<file path="config.mk">
export PLATFORM = sky130hd
export DESIGN_NAME = exp_unpack_sequencer
export DESIGN_NICKNAME = d
export VERILOG_FILES = /design/src/rtl/exp_unpack_sequencer.sv
export SDC_FILE = /design/constraint.sdc
export NUM_CORES = 1
export LEC_CHECK = 0
export BUFFER_PORTS_ARGS = -buffer_cell sky130_fd_sc_hd__buf_2
export CORE_MARGIN = 5
export CORE_UTILIZATION = 44
export CTS_BUF_LIST = sky130_fd_sc_hd__clkbuf_8
export DETAILED_ROUTE_END_ITERATION = 7
export PLACE_DENSITY = 0.67
export REMOVE_ABC_BUFFERS = 1
export SETUP_SLACK_MARGIN = 0.05
export SLEW_MARGIN = 20
export SYNTH_ARGS = -nofsm -noshare
export SYNTH_HDL_FRONTEND = slang
export SYNTH_HIERARCHICAL = 1
export SYNTH_SLANG_ARGS = --single-unit
</file>
<file path="constraint.sdc">
create_clock -name clk -period 3.9 [get_ports clk]
set_input_delay 0.78 -clock clk [delete_from_list [all_inputs] [get_ports clk]]
set_output_delay 0.78 -clock clk [all_outputs]
set_load 0.005 [all_outputs]
</file>
<file path="src/rtl/exp_unpack_sequencer.sv">
`default_nettype none
// ============================================================================
//  Module   : exp_unpack_sequencer (with shared sub-unit exponent)
//  Purpose  : Runs one exponent-unpack unit over NUM_OPS packed FP operands
//             in turn and returns the per-operand results as one bundle.
//  Revision : 1.0  initial release
// ============================================================================

// ----------------------------------------------------------------------------
//  exponent : combinational sign/exponent unpack of one packed operand.
//  Double uses bits[62:52]; single is packed in bits[63:32] and uses [62:55].
//  The exponent is returned unbiased, in 11-bit two's complement. A zero field
//  (denormal or zero) reports the minimum normal exponent.
// ----------------------------------------------------------------------------
module exponent (
   input  logic [63:0] op,
   input  logic        db,
   output logic        s,
   output logic [10:0] e,
   output logic        e_z,
   output logic        e_inf
);

   logic [10:0] exp_d;
   logic [7:0]  exp_s;
   logic [10:0] e_d;
   logic [8:0]  e_s9;
   logic        z_d;
   logic        z_s;
   logic        unused_mant;

   assign exp_d = op[62:52];
   assign exp_s = op[62:55];
   assign z_d   = (exp_d == 11'd0);
   assign z_s   = (exp_s == 8'd0);

   // Nine bits hold the single-precision range -126..+128 without overflow.
   assign e_d  = z_d ? 11'h402 : (exp_d - 11'd1023);
   assign e_s9 = z_s ? 9'h182  : ({1'b0, exp_s} - 9'd127);

   // Mantissa bits take no part in the exponent result.
   assign unused_mant = &{1'b0, op[51:0]};

   // Select the format-specific flags and exponent.
   always_comb begin
      s = op[63];
      if (db) begin
         e_z   = z_d;
         e_inf = &exp_d;
         e     = e_d;
      end else begin
         e_z   = z_s;
         e_inf = &exp_s;
         e     = {{2{e_s9[8]}}, e_s9};
      end
   end

endmodule

// ----------------------------------------------------------------------------
//  exp_unpack_sequencer : top level
// ----------------------------------------------------------------------------
module exp_unpack_sequencer #(
   parameter int NUM_OPS = 2,
   parameter int IDX_W   = 2
) (
   input  logic                    clk,
   input  logic                    rst,
   input  logic                    in_valid,
   output logic                    in_ready,
   input  logic                    in_db,
   input  logic [NUM_OPS*64-1:0]   in_ops,
   output logic                    out_valid,
   input  logic                    out_ready,
   output logic                    out_db,
   output logic [NUM_OPS-1:0]      out_s,
   output logic [NUM_OPS*11-1:0]   out_e,
   output logic [NUM_OPS-1:0]      out_e_z,
   output logic [NUM_OPS-1:0]      out_e_inf,
   output logic                    out_any_inf,
   output logic                    out_any_z,
   output logic                    busy
);

   typedef enum logic [1:0] {
      IDLE = 2'd0,
      RUN  = 2'd1,
      DONE = 2'd2
   } state_t;

   state_t                  state;
   state_t                  state_next;
   logic [IDX_W-1:0]        idx;
   logic                    accept;
   logic                    last;

   logic [NUM_OPS*64-1:0]   ops_q;
   logic                    db_q;
   logic [NUM_OPS-1:0]      s_q;
   logic [NUM_OPS*11-1:0]   e_q;
   logic [NUM_OPS-1:0]      ez_q;
   logic [NUM_OPS-1:0]      einf_q;
   logic                    any_inf_q;
   logic                    any_z_q;

   logic [NUM_OPS-1:0]      s_nxt;
   logic [NUM_OPS*11-1:0]   e_nxt;
   logic [NUM_OPS-1:0]      ez_nxt;
   logic [NUM_OPS-1:0]      einf_nxt;

   logic [63:0]             cur_op;
   logic                    u_s;
   logic [10:0]             u_e;
   logic                    u_ez;
   logic                    u_einf;

   assign last = (idx == IDX_W'(NUM_OPS - 1));

   // State register.
   always_ff @(posedge clk) begin
      if (rst) state <= IDLE;
      else     state <= state_next;
   end

   // Next-state and handshake decode; a bundle is taken only in IDLE, so the
   // cycle after a result handshake can never also accept.
   always_comb begin
      state_next = state;
      in_ready   = 1'b0;
      accept     = 1'b0;
      case (state)
         IDLE: begin
            in_ready = ~rst;
            if (in_valid && !rst) begin
               accept     = 1'b1;
               state_next = RUN;
            end
         end
         RUN: begin
            if (last) state_next = DONE;
         end
         DONE: begin
            if (out_ready) state_next = IDLE;
         end
         default: state_next = IDLE;
      endcase
   end

   assign out_valid = (state == DONE);
   assign busy      = (state != IDLE);

   // Pick the latched operand addressed by idx for the shared unit.
   always_comb begin
      cur_op = '0;
      for (int i = 0; i < NUM_OPS; i++) begin
         if (idx == IDX_W'(i)) cur_op = ops_q[64*i +: 64];
      end
   end

   exponent u_exponent (
      .op    (cur_op),
      .db    (db_q),
      .s     (u_s),
      .e     (u_e),
      .e_z   (u_ez),
      .e_inf (u_einf)
   );

   // Result vectors with the current unit output merged into slot idx.
   always_comb begin
      s_nxt    = s_q;
      e_nxt    = e_q;
      ez_nxt   = ez_q;
      einf_nxt = einf_q;
      for (int i = 0; i < NUM_OPS; i++) begin
         if (idx == IDX_W'(i)) begin
            s_nxt[i]          = u_s;
            e_nxt[11*i +: 11] = u_e;
            ez_nxt[i]         = u_ez;
            einf_nxt[i]       = u_einf;
         end
      end
   end

   // Operand capture, slot index and result registers.
   always_ff @(posedge clk) begin
      if (rst) begin
         idx       <= '0;
         ops_q     <= '0;
         db_q      <= 1'b0;
         s_q       <= '0;
         e_q       <= '0;
         ez_q      <= '0;
         einf_q    <= '0;
         any_inf_q <= 1'b0;
         any_z_q   <= 1'b0;
      end else if (accept) begin
         idx       <= '0;
         ops_q     <= in_ops;
         db_q      <= in_db;
         s_q       <= '0;
         e_q       <= '0;
         ez_q      <= '0;
         einf_q    <= '0;
         any_inf_q <= 1'b0;
         any_z_q   <= 1'b0;
      end else if (state == RUN) begin
         s_q       <= s_nxt;
         e_q       <= e_nxt;
         ez_q      <= ez_nxt;
         einf_q    <= einf_nxt;
         any_inf_q <= |einf_nxt;
         any_z_q   <= |ez_nxt;
         if (!last) idx <= idx + IDX_W'(1);
      end
   end

   assign out_db      = db_q;
   assign out_s       = s_q;
   assign out_e       = e_q;
   assign out_e_z     = ez_q;
   assign out_e_inf   = einf_q;
   assign out_any_inf = any_inf_q;
   assign out_any_z   = any_z_q;

endmodule
`default_nettype wire

</file>
==> Yosys cells after proc, flatten, opt, wreduce, memory -nomap -nowiden <==
Index checks and enable logic that the tools add are counted.
{ "classes": {"muxes": 18, "bitwise": 2, "n_addsub": 3, "n_reduce_logical": 16, "n_eq_ne": 6} }
{ "op_table": {"columns": ["cell", "count"], "rows": [
  ["$mux W64", 2],
  ["$mux W11", 2],
  ["$logic_not A11 Y1", 1],
  ["$reduce_and A11 Y1", 1],
  ["$sub A11 B10 Y11 const B", 1],
  ["$mux W1", 9],
  ["$mux W9", 1],
  ["$sub A8 B7 Y9 const B", 1],
  ["$logic_not A8 Y1", 1],
  ["$reduce_and A8 Y1", 1],
  ["$mux W2", 3],
  ["$pmux W2 S3", 1],
  ["$reduce_and A2 Y1", 3],
  ["$reduce_or A2 Y1", 3],
  ["$eq A2 B1 Y1 const B", 2],
  ["$logic_not A2 Y1", 2],
  ["$ne A2 B2 Y1 const B", 2],
  ["$reduce_and A3 Y1", 1],
  ["$add A2 B1 Y2 const B", 1],
  ["$eq A2 B2 Y1 const B", 1],
  ["$ne A2 B1 Y1 const B", 1],
  ["$not A1 Y1", 2],
  ["$reduce_bool A2 Y1", 1],
  ["$logic_and A1 B1 Y1", 1],
  ["$logic_not A1 Y1", 1]
]} }
{ "word_totals": {"inputBits": 133, "ff_bits": 163, "elab_cells": 57, "output_inout_bits": 34} }

==> Logic depth before layout (Yosys ltp) <==
{ "logic_depth": {"depth_word": 7, "ltp_mapped": 17, "depth_no_buf": 13} }

==> Hierarchy <==
Netlist, hierarchy kept.
{ "by_module_without_submodules": {"columns": ["mod", "cells_each", "area_each_um2", "n_inst", "seq_area_each_um2"], "rows": [
  ["exp_unpack_sequencer", 664, 6219.7, 1, 3263.1],
  ["exponent", 68, 553.0, 1, 0.0]
]} }

==> Worst setup path before layout <==
No wires, ideal clock.
{ "synth_path": {"path_kind": "flip-flop to flip-flop", "startpoint": "register idx[0]", "endpoint": "register any_inf_q (netlist: out_any_inf)", "required_ns": 3.822, "stages_incl_launch_ff": 14, "arrival_time_ns": 3.012, "synth_period_minus_slack_ns": 3.090, "slack_ns": 0.810, "path_cell_list": "dfxtp_1 inv_1 ha_1 clkbuf_1 clkbuf_1 nand2_1 o21ai_0 ha_1 and4_4 mux2i_1 nor2_1 mux2i_1 and3_1 nor3_1"} }
{ "synth_between": {"elab_chain_cells": 7, "elab_cells_between_ends": 10, "cone_classes": "1 x eq/ne; 5 x mux; 4 x reduce/logical"} }
{ "synth_lines": {"columns": ["element", "line_no", "text"], "rows": [
  ["start: declaration", "93", "logic [IDX_W-1:0] idx;"],
  ["start signal: assignment", "214", "if (!last) idx <= idx + IDX_W'(1);"],
  ["$logic_not A2 Y1", "156", "if (idx == IDX_W'(i)) cur_op = ops_q[64*i +: 64];"],
  ["$mux W64", "156", null],
  ["$mux W64 (*)", "156", null],
  ["via cur_op[55]", "111", "logic [63:0] cur_op;"],
  ["$reduce_and A11 Y1 / $reduce_and A8 Y1 (equally long branches)", "49, 53", null],
  ["$mux W1 (*)", "47", "if (db) begin"],
  ["via u_einf", "115", "logic u_einf;"],
  ["$mux W1", "176", "if (idx == IDX_W'(i)) begin"],
  ["$reduce_or A2 Y1 (*)", "212", "any_inf_q <= |einf_nxt;"],
  ["end signal: assignment", "212", null],
  ["end: declaration", "103", "logic any_inf_q;"]
]} }
The timed path passes the listed nets; every way through them passes the cells marked *.
A chain may end at the register's enable or synchronous reset.

==> Worst setup path after layout <==
{ "layout_path": {"startpoint": "register idx[1]", "endpoint": "register any_inf_q (netlist: out_any_inf)"} }
{ "layout_between": {"elab_chain_cells": 7, "elab_cells_between_ends": 10, "cone_classes": "1 x eq/ne; 5 x mux; 4 x reduce/logical"} }
{ "layout_lines": {"columns": ["element", "line_no", "text"], "rows": [
  ["$logic_not A2 Y1", "156", null],
  ["$mux W64", "156", null],
  ["$mux W64 (*)", "156", null],
  ["via cur_op[52]", "111", null],
  ["$reduce_and A11 Y1 (*)", "49", "e_inf = &exp_d;"],
  ["$mux W1 (*)", "47", null],
  ["via u_einf", "115", null],
  ["$mux W1", "176", null],
  ["$reduce_or A2 Y1 (*)", "212", null]
]} }
Marked as above.

==> metrics.yaml <==
hold_path:
  hold_class: "flop to flop"
  whs_path_depth: 2
setup_path:
  cp_cell_sequence: "inv_1 -> ha_1 -> nand2_1 -> o21ai_0 -> ha_1 -> nand2_1 -> nor3_4 -> mux2i_1 -> nor2_1 -> mux2i_1 -> and3_1 -> nor3_1"
  worstSetupPathType: "flop to flop"
  cp_data_required_time_ns: 4.15
  rr_worst_depth: 12
  slowest_delay_ns: 0.77
  cpMaxStageDelayCell: "ha_1"
  endpoint_kind: "flop"
  cp-start-kind: "flop"
  cp_max_fo: 30
  arrival_ns: 3.50
synthesis:
  synth_cells: 340
  synthesis.area_um2: 2943
  postSynthAreaPerCell_um2: 8.655
  ys_warn_count: 6
layout:
  layout_commonest_cell: "nand2_1"
  drive_above_1_share_pct: 25.19
  diodes: 0
  layout_common_cells: "nand2_1, buf_2, dfxtp_1"
  fin_area_um2: 3383
  finalNetCount: 520
  area_growth_pct: 14.97
routing:
  route.detailed.drc: 0
  finalWirelength_um: 6477
  wl_met3_um: 395
  vias_per_cell: 5.260
  initialDrtViolationCount: 136
  drtPass1Iterations: 4
  post_drt_wl_per_cell_um: 14.02
  met1_length_um: 2997
  drtAntennaViolNets: 0
  dr_wl_met2_um: 2992
  top_layer: "met4"
  num_vias: 2430
global_route:
  grt_pass1_wl_um: 11160
  grt_pass1_vias: 2367
  grt_use_total_pct: 16.25
  grt_max_degree: 33
  gr-total-overflow: 0
  grt_antenna_before_repair: 0
placement:
  gp_congestion: 0.8080
  dp_hpwl_um: 4460
  port_buffers: 62
  placed_cell_area_um2: 3134
  dp_slack_ns: 0.6633
flow_run:
  maxCapViolations: 0
pwr:
  switching_power_uw: 412.8
  power.density_nw_per_um2: 470.9
  seqPwrFrac_pct: 41.2
  vdd_ir_drop_max_v: 0.0002313
  leakage_nw: 1.408
  intPower_mw: 1.180
  p_clk_share_pct: 42.4
  p_sw_share_pct: 25.91
  power_mw: 1.593
  power_frac_comb_pct: 16.4
sta:
  setup_slack_ns: 0.6519
  max_freq_mhz: 307.9
  tns_ns: 0
  fin_skew_ns: 0.006574
  period_needed_ns: 3.248
  worst_pin_slew_ns: 1.024
  grt_setup_unrepaired: "false"
  slew_headroom_pct: 31.73
  hold_violations: 0
  fin_crit_sh_pct: 83.28
  finalMaxSlewViolations: 0
  setup_viol: 0
clocking:
  cts-buffers-inserted: 9
  clockBufferDepth: 2
  htreeDepth: 3
  clk_pin_slew_ns: 0.07
  cts-root-buf: "clkbuf_8"
  clock_sinks: 59
  hold_buffers: 0
  clkLatencyLatePin_ns: 0.34
  postCtsSetupBuffers: 0
  tritoncts: "built"
  cts_resized: 0
die:
  coreArea_um2: 6422
  start_util_pct: 45.82
  die_h_um: 91.78
  dieArea_um2: 8424
  io_pins: 167
  row_count: 29
  dieWidth_um: 91.78
status:
  status: "finished clean"
-- flip-flops by register name (all words and copies together) (netlist names) --
signal / flops
out_any_inf: 1
idx: 2
out_e_z: 2
out_s: 2
out_db: 1
ops_q: 24
state: 2
out_e_inf: 2
out_e: 22
out_any_z: 1
-- metrics by stage --
| step | hold WS, ns | instances | util [%] |
|---|---|---|---|
| final | 0.4509 | 462 | 52.68 |
| after global routing | 0.4748 | 462 | 52.68 |
| after global placement | 0.4438 | 446 | 48.80 |
| after CTS | 0.4541 | 462 | 52.56 |
| after detailed placement | 0.4451 | 446 | 48.80 |
| after floorplan | 0.4422 | 302 | - |
-- power by group through the flow --
stage,Sequential (mW),Clock (mW),Combinational [mW]
floorplan,0.666,0,0.179
global placement,0.669,0,0.257
detailed placement,0.669,0,0.260
CTS,0.656,0.688,0.262
global route,0.660,0.719,0.292
finish,0.656,0.676,0.261
-- path summary, 6_finish.rpt --
| check | slack, ns | from | endpoint |
|---|---|---|---|
| max | 0.65 | idx[1]$_SDFFE_PP0P_ | out_any_inf$_SDFFE_PP0N_ |
| min | 0.45 | out_e[14]$_SDFFE_PP0P_ | out_e[14]$_SDFFE_PP0P_ |
| max reg2reg | 0.65 | idx[1]$_SDFFE_PP0P_ | out_any_inf$_SDFFE_PP0N_ |
| min reg2reg | 0.45 | out_e[14]$_SDFFE_PP0P_ | out_e[14]$_SDFFE_PP0P_ |
-- worst max-delay path, delay by kind of cell (launching register included) --
| kind | cells | cell delay (ns) |
|---|---|---|
| AO/OA/AOI/OAI | 1 | 0.20 |
| adder cells (fa/ha/maj) | 2 | 1.05 |
| buffers and inverters | 1 | 0.09 |
| flip-flops | 1 | 0.31 |
| multiplexers | 2 | 0.26 |
| AND/OR/NAND/NOR | 6 | 1.25 |
-- area by class of cell --
cell class,count,area (um^2)
fillers,613,3039
multi-input cells,235,1486
flip-flops and latches,59,1181
repair buffers,67,347.8
clock buffers,10,137.6
clock inverters,6,103.9
well taps,77,96.34
inverters,8,30.03
-- per-layer routing --
layer  vias to the layer above  global-route usage, %
met4                         0                  7.054
met2                        55                  25.99
li1                       1239                      -
met5                         -                      0
met3                         8                  4.583
met1                      1128                  20.48
Power figures use the tool's default switching activity.
